===== src/rtl/game_fsm.sv =====
// Game phase sequencer: turns upstream commands into board-engine ops and tracks score/lines.
// Optional line-clear scoring is compiled in with GAME_FSM_SCORE_EN.

package enum_type;
   typedef enum logic [3:0] {
      NONE, INIT, WAIT, LEFT, RIGHT, DOWN, DROP, ROTATE, ROTATE_REV, HOLD, BAR, END
   } state_type;
endpackage

module game_fsm
   import enum_type::*;
(
   input  logic        clk,
   input  logic        reset_n,
   input  state_type   control,
   input  logic        start,
   input  logic        over,
   output state_type   state,
   output logic        op_valid,
   output logic [3:0]  op_code,
   input  logic        op_ready,
   input  logic        rsp_valid,
   input  logic        rsp_ok,
   input  logic [2:0]  rsp_lines,
   output logic [15:0] score,
   output logic [15:0] lines,
   output logic        hold_used,
   output logic        err
);

   localparam logic [3:0] OpLeft     = 4'd0;
   localparam logic [3:0] OpRight    = 4'd1;
   localparam logic [3:0] OpDown     = 4'd2;
   localparam logic [3:0] OpRot      = 4'd3;
   localparam logic [3:0] OpRotRev   = 4'd4;
   localparam logic [3:0] OpHoldSwap = 4'd5;
   localparam logic [3:0] OpBar      = 4'd6;
   localparam logic [3:0] OpLock     = 4'd7;
   localparam logic [3:0] OpSpawn    = 4'd8;
   localparam logic [3:0] OpClear    = 4'd9;

   // Position inside a phase; SubSpawn2 is the SPAWN that follows a board clear.
   typedef enum logic [2:0] {SubCmd, SubLock, SubSpawn, SubClr, SubSpawn2} sub_e;
   typedef enum logic [1:0] {HsIdle, HsReq, HsRsp} hs_e;

   state_type   state_q, state_d;
   sub_e        sub_q, sub_d;
   hs_e         hs_q, hs_d;
   logic [3:0]  op_code_q, op_code_d;
   logic [7:0]  tmo_q, tmo_d;
   logic [15:0] lines_q, lines_d;
   logic        hold_q, hold_d;
   logic        err_q, err_d;

   logic        wait_cyc, tmo_fire, got_rsp, done, ok;
   logic [2:0]  nlines;
   logic [16:0] lines_sum;

   function automatic logic [3:0] op_for(state_type c);
      case (c)
         LEFT:       return OpLeft;
         RIGHT:      return OpRight;
         ROTATE:     return OpRot;
         ROTATE_REV: return OpRotRev;
         BAR:        return OpBar;
         default:    return OpDown;
      endcase
   endfunction

   // A stalled handshake counts as a failed response once the counter wraps.
   assign wait_cyc  = (hs_q == HsReq && !op_ready) || (hs_q == HsRsp && !rsp_valid);
   assign tmo_fire  = wait_cyc && (tmo_q == 8'hFF);
   assign got_rsp   = (hs_q == HsRsp) && rsp_valid;
   assign done      = got_rsp || tmo_fire;
   assign ok        = got_rsp && rsp_ok;
   assign nlines    = !got_rsp ? 3'd0 : (rsp_lines > 3'd4) ? 3'd4 : rsp_lines;
   assign lines_sum = {1'b0, lines_q} + {14'd0, nlines};

`ifdef GAME_FSM_SCORE_EN
   logic [15:0] score_q, score_d;
   logic [3:0]  pts;
   logic [16:0] score_sum;

   always_comb begin
      pts = 4'd8;
      case (nlines)
         3'd0:    pts = 4'd0;
         3'd1:    pts = 4'd1;
         3'd2:    pts = 4'd3;
         3'd3:    pts = 4'd5;
         default: pts = 4'd8;
      endcase
   end

   assign score_sum = {1'b0, score_q} + {13'd0, pts};
   assign score     = score_q;
`else
   assign score = 16'd0;
`endif

   always_comb begin
      state_d   = state_q;
      sub_d     = sub_q;
      hs_d      = hs_q;
      op_code_d = op_code_q;
      tmo_d     = 8'd0;
      lines_d   = lines_q;
      hold_d    = hold_q;
      err_d     = err_q;
`ifdef GAME_FSM_SCORE_EN
      score_d   = score_q;
`endif

      if (tmo_fire) begin
         err_d = 1'b1;
      end else if (wait_cyc) begin
         tmo_d = tmo_q + 8'd1;
      end
      if (hs_q == HsReq && op_ready) hs_d = HsRsp;
      if (done) hs_d = HsIdle;

      case (state_q)
         NONE: begin
            if (start) begin
               state_d   = INIT;
               sub_d     = SubClr;
               hs_d      = HsReq;
               op_code_d = OpClear;
               lines_d   = 16'd0;
               hold_d    = 1'b0;
               err_d     = 1'b0;
`ifdef GAME_FSM_SCORE_EN
               score_d   = 16'd0;
`endif
            end
         end
         WAIT: begin
            if (control != NONE) begin
               sub_d = SubCmd;
               case (control)
                  LEFT, RIGHT, DOWN, DROP, ROTATE, ROTATE_REV, BAR: begin
                     state_d   = control;
                     hs_d      = HsReq;
                     op_code_d = op_for(control);
                  end
                  HOLD: begin
                     state_d = HOLD;
                     if (!hold_q) begin
                        hs_d      = HsReq;
                        op_code_d = OpHoldSwap;
                     end
                  end
                  default: state_d = END;
               endcase
            end
         end
         END: begin
            if (!over) state_d = WAIT;
         end
         default: begin
            // Idle handshake inside a phase only happens for a HOLD that was already used.
            if (hs_q == HsIdle) begin
               state_d = END;
            end else if (done) begin
               case (sub_q)
                  SubCmd: begin
                     case (state_q)
                        DOWN: begin
                           if (ok) begin
                              state_d = END;
                           end else begin
                              sub_d = SubLock; hs_d = HsReq; op_code_d = OpLock;
                           end
                        end
                        DROP: begin
                           hs_d = HsReq;
                           if (ok) begin
                              op_code_d = OpDown;
                           end else begin
                              sub_d = SubLock; op_code_d = OpLock;
                           end
                        end
                        HOLD: begin
                           if (ok) hold_d = 1'b1;
                           state_d = END;
                        end
                        BAR: begin
                           if (ok) begin
                              state_d = END;
                           end else begin
                              sub_d = SubClr; hs_d = HsReq; op_code_d = OpClear;
                           end
                        end
                        default: state_d = END;
                     endcase
                  end
                  SubLock: begin
                     lines_d   = lines_sum[16] ? 16'hFFFF : lines_sum[15:0];
`ifdef GAME_FSM_SCORE_EN
                     score_d   = score_sum[16] ? 16'hFFFF : score_sum[15:0];
`endif
                     hold_d    = 1'b0;
                     sub_d     = SubSpawn;
                     hs_d      = HsReq;
                     op_code_d = OpSpawn;
                  end
                  SubSpawn: begin
                     if (ok) begin
                        state_d = END;
                     end else begin
                        sub_d = SubClr; hs_d = HsReq; op_code_d = OpClear;
                     end
                  end
                  SubClr: begin
                     sub_d     = SubSpawn2;
                     hs_d      = HsReq;
                     op_code_d = OpSpawn;
                  end
                  SubSpawn2: state_d = (state_q == INIT) ? WAIT : END;
                  default:   state_d = END;
               endcase
            end
         end
      endcase

      if (!start) begin
         state_d = NONE;
         hs_d    = HsIdle;
         tmo_d   = 8'd0;
      end
   end

   always_ff @(posedge clk) begin
      if (!reset_n) begin
         state_q   <= NONE;
         sub_q     <= SubCmd;
         hs_q      <= HsIdle;
         op_code_q <= 4'd0;
         tmo_q     <= 8'd0;
         lines_q   <= 16'd0;
         hold_q    <= 1'b0;
         err_q     <= 1'b0;
`ifdef GAME_FSM_SCORE_EN
         score_q   <= 16'd0;
`endif
      end else begin
         state_q   <= state_d;
         sub_q     <= sub_d;
         hs_q      <= hs_d;
         op_code_q <= op_code_d;
         tmo_q     <= tmo_d;
         lines_q   <= lines_d;
         hold_q    <= hold_d;
         err_q     <= err_d;
`ifdef GAME_FSM_SCORE_EN
         score_q   <= score_d;
`endif
      end
   end

   assign state     = state_q;
   assign op_valid  = (hs_q == HsReq);
   assign op_code   = op_code_q;
   assign lines     = lines_q;
   assign hold_used = hold_q;
   assign err       = err_q;

endmodule

===== config.mk =====
export PLATFORM = sky130hd
export DESIGN_NAME = game_fsm
export DESIGN_NICKNAME = d
export VERILOG_FILES = /design/src/rtl/game_fsm.sv
export SDC_FILE = /design/constraint.sdc
export NUM_CORES = 1
export LEC_CHECK = 0
export BUFFER_PORTS_ARGS = -buffer_cell sky130_fd_sc_hd__buf_2
export CAP_MARGIN = 20
export CORE_UTILIZATION = 37
export DETAILED_ROUTE_END_ITERATION = 6
export GPL_TIMING_DRIVEN = 0
export PLACE_DENSITY = 0.57
export SLEW_MARGIN = 30
export SYNTH_ARGS = -nofsm -noshare
export SYNTH_HDL_FRONTEND = slang
export SYNTH_SLANG_ARGS = --single-unit

===== constraint.sdc =====
create_clock -name clk -period 3.4 [get_ports clk]
set_clock_uncertainty 0.15 [all_clocks]
set_input_delay 1.02 -clock clk [delete_from_list [all_inputs] [get_ports clk]]
set_output_delay 1.02 -clock clk [all_outputs]
set_load 0.01 [all_outputs]

==> metrics.md, run 1 <==
| Metric | Value |
|---|---|
| Setup TNS | 0 ns |
| Critical path's largest stage delay | 0.36 ns |
| Max clock buf depth | 2 |
| DP Worst Slack | -0.1746 ns |
| Design Area, Final | approximately 3300 sq um |
| Leakage power | 0.001349 uW |
| Power density over the cells | around 350 nW/um^2 |
| Vias in the first global route | roughly 2600 |
| Synth unique cells | approximately 70 |
| CP Max Fanout | 10 |
| Final Cycle Share | 0.9510 |
| CTS Buf Count | 5 |
| Fmax | between 300 and 400 MHz |
| Clk slew on worst S/H paths | 0.08 ns |
| Post-synth EDFFs | 0 |
| Worst-Margin Slew | 0.7231 ns |
| # rows | 31 |
| Top_reg_cell synth | dfxtp_1 |
| Ys async rst share | 0 |
| Minimum clock period | around 3.2 ns |
| Yosys warning count | 0 |
| Clk_lat worst skew | about 0.30 ns |
| Iter 0 DRT Violations | 125 |
| Final Hold Fails | 0 |
| Mapped Area | about 2800 sq um |
| Root Driver | clkbuf_8 |
| Max-Cap Viols | 0 |
| Grt ovf | 0 |
| Data arrival, critical path | ~3.3 ns |
| Via count | between 2000 and 3000 |
| Antenna violations before repair | 0 |
| Util after Layout | 0.4477 |
| IO Pins | 57 |
| Critical path required time | between 3 and 4 ns |
| DIE AREA | approximately 8000 sq um |
| Final ANT Viol Nets | 0 |
| CTS H-Tree Depth | 2 |
| Max IR drop VDD | between 100 and 150 uV |
| Vias/cell | 5.406 |
| DRC | 0 |
| Final WS setup | between 0.15 and 0.2 ns |
| GP Congestion | 0.9128 |
| Sequence of cells on the critical path | buf_2 > nand3b_1 > nor3b_1 > ha_1 > fa_1 > a21oi_2 > or2_2 > or2_1 > buf_2 > o41ai_1 > a21oi_2 > a311oi_2 |
| Starting Density | 0.3856 |
| Clock Sinks | 39 |
| First-pass GRT wire length | 12540 microns |
| Synthesis-stage register bit count | 39 |
| Detailed-route wire length per cell | 14.69 microns |
| Total Nets Final | ~440 |
| Crit Path Category | in2reg |
| Cells after Synth | between 300 and 400 |
| Hold buffer count at cts | 0 |
| Register area share after synthesis | 0.2762 |
| Core Footprint | approximately 7300 sq um |
| GRT Overall Usage | 0.2051 |
| # diodes | 0 |
| Layout cells sized above 1 | 0.2128 |
| Worst Hold Class | reg2reg |
| Slowest CP cell | or2_2 |
| CTS tree | yes |
| Largest net degree at the start of global routing | 12 |
| Slew Limit Fails | 0 |
| Critical path endpoint category | flop |
| Die Ht | 89.40 microns |
| Buffers on Ports | 37 |
| Die width | ~89 microns |
| RSZ-0062 raised after global routing | no |
| DRT Pass-1 Iters | 4 |
| Post-Syn Area per Cell | slightly below 8 sq um |
| Final HPWL DP | approximately 5700 microns |
| Layout area overhead | 16.11% |
| Tot Pwr | 1137 uW |
| WL final | between 7000 and 8000 microns |
| Post-Place Cell Area | about 3200 sq um |
| Startpoint types | primary input |
| Slew HR | 0.5112 |
| Outcome | finished clean |
| Final setup fails | 0 |
[layer usage]
layer,part of all wire,global-route usage
met5,0,0
met4,0.015,0.07215
met3,0.056,0.03416
met2,0.44,0.3234
met1,0.49,0.2821
[cells in the final DEF, fill, tap and decap left out, types with 3 or more instances in the layout]
master    synthesis  final
a311oi_1          3      3
o31ai_1           3      3
inv_1             7      7
nand3_1          15     15
nand4_1           3      3
a31oi_1          11     11
a21oi_2           2      3
a41o_1            3      3
nor3_1           10     10
nor2b_1           7      7
xnor2_1           5      5
nor3b_1           4      3
xor2_1            6      6
ha_1              4      4
clkbuf_1         13     15
o21ai_1           4      4
o21ai_0          15     15
a21o_1            3      3
o221a_2           4      4
nor2_1           39     39
buf_4            16     16
clkbuf_8          0      5
a21oi_1          21     20
or2_2             3      3
o21bai_1          3      3
a21boi_1          3      3
conb_1            1     16
and2_1            5      5
dfxtp_1          39     39
nand2_1          32     32
mux2i_1           5      5
o211ai_1          4      4
or3_1             3      3
o22ai_1           3      3
nand2b_1          5      5
buf_2             7     44
and3_1            5      5
[what timing repair did]
action | 4_1_cts | 5_1_grt
setup endpoints to repair | 0 | 3
setup buffers | 0 | 0
resized for setup | 0 | 2
[cells in the mapped netlist, types with 6 or more instances]
cell type,n,area share
a21oi_1,21,0.037
a31oi_1,11,0.024
buf_2,7,0.012
buf_4,16,0.042
clkbuf_1,13,0.017
dfxtp_1,39,0.28
inv_1,7,0.0093
nand2_1,32,0.042
nand3_1,15,0.027
nor2_1,39,0.052
nor2b_1,7,0.015
nor3_1,10,0.018
o21ai_0,15,0.027
xor2_1,6,0.019
[layout make-up]
type | count | area, sq um
Fill cell | 787 | 4049
Multi-Input combinational cell | 295 | 1869
Sequential cell | 39 | 780.7
Buffer | 37 | 215.2
Timing Repair Buffer | 37 | 185.2
Tap cell | 99 | 123.9
Clock buffer | 7 | 76.32
Inverter | 7 | 26.28
Clock inverter | 1 | 5.005
[through the flow]
| stage | hold slack, ns | cells |
|---|---|---|
| after floorplan | 0.2797 | 378 |
| after global placement | 0.2961 | 514 |
| after detailed placement | 0.3045 | 514 |
| after CTS | 0.3232 | 522 |
| after global routing | 0.3550 | 522 |
| final | 0.3216 | 522 |
[worst max-delay path, delay by kind of cell]
kind	cells	cell delay, ns
buffers and inverters	2	0.32
AND/OR/NAND/NOR	4	0.93
adder cells (fa/ha/maj)	2	0.46
AO/OA/AOI/OAI	4	0.56
[sequential cells by signal (all words and copies together), names as in the netlist]
| register | flops |
|---|---|
| lines | 16 |
| state | 4 |
| op_code | 4 |
| err | 1 |
| sub_q | 3 |
| hs_q | 2 |
| hold_used | 1 |
| tmo_q | 8 |
[logic make-up (layout without fill, tap and decap cells)]
group	Yosys count	in the layout	synth area share
AO/OA/AOI/OAI	106	106	0.2700
other	1	16	0.001327
AND/OR/NAND/NOR	152	152	0.2904
multiplexers	5	5	0.01771
adder cells (fa/ha/maj)	5	5	0.02479
buffers and inverters	44	89	0.08544
flip-flops	39	39	0.2762
XOR/XNOR	11	11	0.03409
[path summary, 6_finish.rpt]
kind	endpoint	depth (start not counted)	slack (ns)	from
worst max-delay path	lines[9]$_SDFFE_PN0P_	12	0.17	rsp_valid
worst min register to register	tmo_q[0]$_SDFF_PP0_	1	0.32	tmo_q[0]$_SDFF_PP0_
worst min-delay path	tmo_q[0]$_SDFF_PP0_	1	0.32	tmo_q[0]$_SDFF_PP0_
worst max register to register	lines[9]$_SDFFE_PN0P_	12	0.49	hs_q[0]$_SDFF_PN0_
[where the power goes]
group | internal [uW] | switching (uW)
Sequential | 475 | 16.7
Clock | 144 | 170
Combinational | 126 | 205
No activity file was read; power rests on OpenSTA's default activity.
==> run 2: changes to the inputs <==
==> constraint.sdc (replaced) <==
create_clock -name clk -period 3.4 [get_ports clk]
set_clock_uncertainty 0.15 [all_clocks]
set_input_delay 0.51 -clock clk [delete_from_list [all_inputs] [get_ports clk]]
set_output_delay 0.51 -clock clk [all_outputs]
set_load 0.01 [all_outputs]
==> run 2 against run 1 <==
Critical path depth stayed put. Flip-flop and latch count did not move. Maximum frequency increased by 9.9%. Highest routed layer unchanged. Register-to-register slack lost 0.03 ns.
==> metrics.md, run 2 (synthesis gave the netlist of run 1 again) <==
| Metric | Value |
|---|---|
| Outcome | finished clean |
| Max-Cap Viols | 0 (unchanged) |
| Fmax | 339.9 MHz (+9.9%) |
| Hold buffer count at cts | 0 (unchanged) |
| Starting Density | 0.3856 (unchanged) |
| CTS Buf Count | 5 (unchanged) |
| Comb power frac | 0.291 (about the same) |
| Max IR drop VDD | 149.3 uV (+0.11%) |
| Layout cells sized above 1 | 0.2080 (-0.004728) |
| Clock power frac | 0.277 (about the same) |
| CTS H-Tree Depth | 2 (unchanged) |
| Worst Hold Class | reg2reg |
| Final ANT Viol Nets | 0 (unchanged) |
| RSZ-0062 raised after global routing | no |
| Critical path endpoint category | flop |
| CP Max Fanout | 10 (unchanged) |
| Layout area overhead | 15.80% |
| Data arrival, critical path | 3.00 ns (-0.29 ns) |
| Highest-count cells in the layout ignoring fill and taps | 44 x buf_2, 39 x nor2_1, 39 x dfxtp_1 |
| Post-Place Cell Area | 3192 sq um (unchanged) |
| Sequential power share | 0.432 (about the same) |
| Postcts setup bufs | 0 (unchanged) |
| Critical path's largest stage delay | 0.38 ns (+0.02 ns) |
| Switching Fraction | 0.3447 (+0.0004242) |
| Root Driver | clkbuf_8 |
| Count of non-filler cells in the finished layout | 522 (unchanged) |
| IO Pins | 57 (unchanged) |
| DRT Pass-1 Iters | 4 (unchanged) |
| Worst path bufs/invs | 2 (unchanged) |
| Tot Pwr | 1138 uW (about the same) |
| DIE AREA | 7992 sq um (unchanged) |
| Post-CTS resize count | 0 (unchanged) |
| Design Area, Final | 3273 sq um (-0.27%) |
| Grt ovf | 0 (unchanged) |
| CTS tree | yes |
| Largest net degree at the start of global routing | 12 (unchanged) |
| Die width | 89.40 microns (unchanged) |
| Vias in the first global route | 2578 (unchanged) |
| Critical path required time | 3.46 ns (about the same) |
| Total Nets Final | 441 (unchanged) |
| Final setup fails | 0 (unchanged) |
| # diodes | 0 (unchanged) |
| Slew HR | 0.4920 (-0.01919) |
| Commonest non-fill, non-tap cell in the layout | buf_2 |
| Setup TNS | 0 ns (unchanged) |
| Clk_lat worst skew | 0.30 ns (about the same) |
| DRC | 0 (unchanged) |
| Slowest CP cell | or2_2 |
| Final HPWL DP | 5749 microns (unchanged) |
| Clk slew on worst S/H paths | 0.08 ns (about the same) |
| Crit Path Category | reg2reg |
| Vias/cell | 5.412 (+0.11%) |
| Minimum clock period | 2.942 ns (-0.2911 ns) |
| Most used cell, CP | buf_2 |
| Detailed-route wire length per cell | 14.65 microns (-0.30%) |
| Pint | 745.8 uW (about the same) |
| Die Ht | 89.40 microns (unchanged) |
| # rows | 31 (unchanged) |
| Sequence of cells on the critical path | buf_2 > nand3b_1 > nor3b_1 > ha_1 > fa_1 > a21oi_1 > or2_2 > or2_1 > buf_2 > o41ai_1 > a21oi_2 > a311oi_2 |
| Iter 0 DRT Violations | 135 (+8.0%) |
| Antenna violations before repair | 0 (unchanged) |
| Power density over the cells | 347.7 nW/um^2 (+0.33%) |
| Slew Limit Fails | 0 (unchanged) |
| Buffers on Ports | 37 (unchanged) |
| Core Footprint | 7331 sq um (unchanged) |
| Startpoint types | flop |
| Via count | 2825 (+0.11%) |
| Crit-path leading delay family | simple AND/OR/NAND/NOR gates |
| WL final | 7647 microns (-0.30%) |
| Final Cycle Share | 0.8654 (-0.08561) |
| GRT Overall Usage | 0.2051 (unchanged) |
| Worst-Margin Slew | 0.7514 ns (+0.02839 ns) |
| Largest register FFs | 16 (unchanged) |
| Leakage power | 0.001347 uW (-0.13%) |
| Final Hold Fails | 0 (unchanged) |
| Placed cell count | 514 (unchanged) |
| Clock Sinks | 39 (unchanged) |
| First-pass GRT wire length | 12540 microns (unchanged) |
| Psw | 392.3 uW (+0.18%) |
| Max clock buf depth | 2 (unchanged) |
| GP Congestion | 0.9128 (unchanged) |
==> run 2: cell type report <==
| cell class | instances | area (sq um) |
|---|---|---|
| Timing Repair Buffer | 37 | 185.2 |
| Clock inverter | 1 | 5.005 |
| Inverter | 7 | 26.28 |
| Fill cell | 788 | 4058 |
| Tap cell | 99 | 123.9 |
| Multi-Input combinational cell | 295 | 1861 |
| Sequential cell | 39 | 780.7 |
| Buffer | 37 | 215.2 |
| Clock buffer | 7 | 76.32 |
==> run 2: layer usage <==
metal	share of wire	vias to the layer above	wire length [microns]	track usage
met5	0	-	0	0
met4	0.017	0	129	0.07215
met3	0.051	10	391	0.03416
met2	0.44	78	3360	0.3234
met1	0.49	1313	3765	0.2821
li1	-	1424	-	-
==> run 2: worst paths after layout <==
check                       from                     to  slack, ns  cells after the start
max reg2reg   hs_q[0]$_SDFF_PN0_  lines[9]$_SDFFE_PN0P_       0.46                     12
max           hs_q[0]$_SDFF_PN0_  lines[9]$_SDFFE_PN0P_       0.46                     12
min reg2reg  tmo_q[0]$_SDFF_PP0_    tmo_q[0]$_SDFF_PP0_       0.32                      1
min          tmo_q[0]$_SDFF_PP0_    tmo_q[0]$_SDFF_PP0_       0.32                      1
==> run 2: power by group through the flow <==
stage | clock, uW | combinational, uW | sequential [uW]
2_1_floorplan | 0 | 237 | 506
3_3_place_gp | 0 | 325 | 502
3_5_place_dp | 0 | 326 | 502
4_1_cts | 327 | 327 | 492
5_1_grt | 346 | 365 | 495
6_report | 316 | 331 | 492
==> run 2: stage by stage <==
step / hold slack [ns] / util / worst slack (ns)
final: 0.3217 / 0.4465 / 0.4578
after detailed placement: 0.3045 / 0.4354 / 0.3354
after global routing: 0.3550 / 0.4465 / 0.2469
after CTS: 0.3232 / 0.4465 / 0.4581
after global placement: 0.2961 / 0.4354 / 0.3672
after floorplan: 0.2797 / - / 0.7545
==> run 3: changes to the inputs <==
--- a/config.mk
+++ b/config.mk
@@ -10,7 +10,7 @@
 export CORE_UTILIZATION = 37
 export DETAILED_ROUTE_END_ITERATION = 6
 export GPL_TIMING_DRIVEN = 0
-export PLACE_DENSITY = 0.57
+export PLACE_DENSITY = 0.6
 export SLEW_MARGIN = 30
 export SYNTH_ARGS = -nofsm -noshare
 export SYNTH_HDL_FRONTEND = slang
==> constraint.sdc (replaced) <==
create_clock -name clk -period 2.4 [get_ports clk]
set_clock_uncertainty 0.15 [all_clocks]
set_input_delay 0.36 -clock clk [delete_from_list [all_inputs] [get_ports clk]]
set_output_delay 0.36 -clock clk [all_outputs]
set_load 0.01 [all_outputs]
==> run 3 against run 2 <==
The run now ends with setup timing left. Die area is the same. Highest routed layer unchanged. Worst setup slack worse by 0.59 ns. Cell count rose by 3.3%.
==> metrics.md, run 3 (synthesis gave the netlist of run 1 again) <==
| Metric | Value |
|---|---|
| Outcome | finished, violations left |
| Failing checks | setup timing |
| Total Nets Final | 458 (+3.9%) |
| Final Hold Fails | 0 (unchanged) |
| Iter 0 DRT Violations | 174 (+29%) |
| GRT Overall Usage | 0.2157 (+0.01060) |
| Tot Pwr | 1806 uW (+59%) |
| Largest net degree at the start of global routing | 13 (+1) |
| Layout cells sized above 1 | 0.3136 (+0.1056) |
| DRT Pass-1 Iters | 5 (+1) |
| Slew HR | 0.5859 (+0.09396) |
| Max-Cap Viols | 0 (unchanged) |
| CP Max Fanout | 10 (unchanged) |
| Critical path endpoint category | flop |
| Leakage power | 0.001499 uW (+11%) |
| Crit Path Category | reg2reg |
| Worst path bufs/invs | 2 (unchanged) |
| Sequence of cells on the critical path | buf_4 > and3b_1 > and2_1 > ha_2 > a21oi_4 > or2_4 > or2_4 > buf_6 > o41ai_2 > a21oi_2 > a311oi_2 |
| First-pass GRT wire length | 13280 microns (+5.9%) |
| Most used cell, CP | or2_4 |
| Hold slack | 0.2789 ns (-0.04279 ns) |
| Die Ht | 89.40 microns (unchanged) |
| Highest-count cells in the layout ignoring fill and taps | 41 x buf_2, 37 x dfxtp_1, 36 x nor2_1 |
| DIE AREA | 7992 sq um (unchanged) |
| Via count | 2997 (+6.1%) |
| Final WS setup | -0.1362 ns (-0.5940 ns) |
| RSZ-0062 raised after global routing | yes |
| GP Congestion | 0.8707 (-4.6%) |
| Slew Limit Fails | 0 (unchanged) |
| Final setup fails | 13 (+13) |
| Post-Place Cell Area | 3244 sq um (+1.6%) |
| # diodes | 0 (unchanged) |
| WHS Path Cells | 3 (+2) |
| R2R cell count | 11 (-1) |
| Final ANT Viol Nets | 0 (unchanged) |
| Max clock buf depth | 2 (unchanged) |
| Final Cycle Share | 1.057 (+0.1914) |
| Largest register FFs | 16 (unchanged) |
| Fmax | 394.3 MHz (+16%) |
| Core Footprint | 7331 sq um (unchanged) |
| # rows | 31 (unchanged) |
| Worst setup startpoint | hs_q[1]$_SDFF_PN0_ |
| Filler cells | 711 (-9.8%) |
| Antenna violations before repair | 0 (unchanged) |
| Worst-Margin Slew | 0.6211 ns (-0.1304 ns) |
| Max IR drop VDD | 222.4 uV (+49%) |
| Minimum clock period | 2.536 ns (-0.4060 ns) |
| Clk slew on worst S/H paths | 0.09 ns (about the same) |
| Slowest CP cell | ha_2 |
| Commonest non-fill, non-tap cell in the layout | buf_2 |
| Power density over the cells | 496.1 nW/um^2 (+43%) |
| Detailed-route wire length per cell | 15.21 microns (+3.8%) |
| Buffers on Ports | 37 (unchanged) |
| Vias/cell | 5.560 (+2.7%) |
| CTS Buf Count | 5 (unchanged) |
| Crit-path leading delay family | simple AND/OR/NAND/NOR gates |
| Design Area, Final | 3640 sq um (+11%) |
| Min-Delay Startpoint | op_ready |
| Startpoint types | flop |
| WL final | 8200 microns (+7.2%) |
| Root Driver | clkbuf_8 |
| CTS H-Tree Depth | 2 (unchanged) |
| Final HPWL DP | 5773 microns (+0.41%) |
| Critical path's largest stage delay | 0.39 ns (about the same) |
| IO Pins | 57 (unchanged) |
| Data arrival, critical path | 2.61 ns (-0.39 ns) |
| Die width | 89.40 microns (unchanged) |
| Worst path depth | 11 (-1) |
| CTS tree | yes |
| Critical path required time | 2.47 ns (-0.99 ns) |
| Worst r2r src | hs_q[1]$_SDFF_PN0_ |
| Grt ovf | 0 (unchanged) |
| Vias in the first global route | 2670 (+3.6%) |
| Worst Hold Class | in2reg |
| Starting Density | 0.3856 (unchanged) |
| Layout area overhead | 28.77% |
| DRC | 0 (unchanged) |
| Clock Sinks | 39 (unchanged) |
| Clk_lat worst skew | 0.30 ns (about the same) |
run 3: changes by cell type in the layout (fill, tap and decap cells not counted), moves of 3 or more:
cell and change:
o21ai_2 +3, o21ai_0 -4, clkbuf_1 -5, buf_4 +18
buf_2 -3, a21oi_1 -5, buf_6 +3, a21oi_2 +3
nor2_1 -3, or2_4 +3
run 3: report_power, final:
part	internal, uW	total (uW)	switching, uW
combinational	207	523	316
clock	337	582	246
sequential	674	700	26.3
run 3: layout make-up:
class,count,area [sq um],area share
plain buffers,36,229.0,0.06291
inverters,7,26.28,0.007219
clock inverters,2,35.03,0.009625
clock buffers,6,82.58,0.02269
flip-flops and latches,39,783.3,0.2152
well taps,99,123.9,0.03403
repair buffers,55,324.1,0.08903
multi-input cells,295,2036,0.5593
run 3: worst paths after layout:
kind | to | slack, ns
min | hs_q[1]$_SDFF_PN0_ | 0.28
min reg2reg | tmo_q[0]$_SDFF_PP0_ | 0.32
max reg2reg | lines[9]$_SDFFE_PN0P_ | -0.14
max | lines[9]$_SDFFE_PN0P_ | -0.14
run 3: timing repair:
| item | CTS | global route |
|---|---|---|
| setup endpoints to repair | 23 | 27 |
| gates cloned | 1 | 0 |
| resized for setup | 17 | 22 |
| setup buffers | 6 | 11 |
| hold buffers | 0 | 0 |
| pin swaps | 6 | 19 |
run 3: layer usage:
layer,vias to the layer above,share of wire,track usage
met1,1415,0.46,0.2937
li1,1465,-,-
met4,0,0.011,0.06494
met3,8,0.067,0.03509
met5,-,0,0
met2,109,0.47,0.3498
run 3: stage by stage:
step,util,instances,worst slack [ns],TNS [ns]
after floorplan,-,378,-0.04699,-0.1646
after global placement,0.4426,514,-0.1969,-2.180
after detailed placement,0.4426,514,-0.2451,-2.698
after CTS,0.4731,528,-0.1630,-0.7763
after global routing,0.4965,539,-0.2215,-2.430
final,0.4965,539,-0.1362,-0.8866
run 3: tightest hold or removal path: stages:
cell       delay (ns)
buf_2            0.11
a21oi_1          0.13
a2111oi_0        0.07
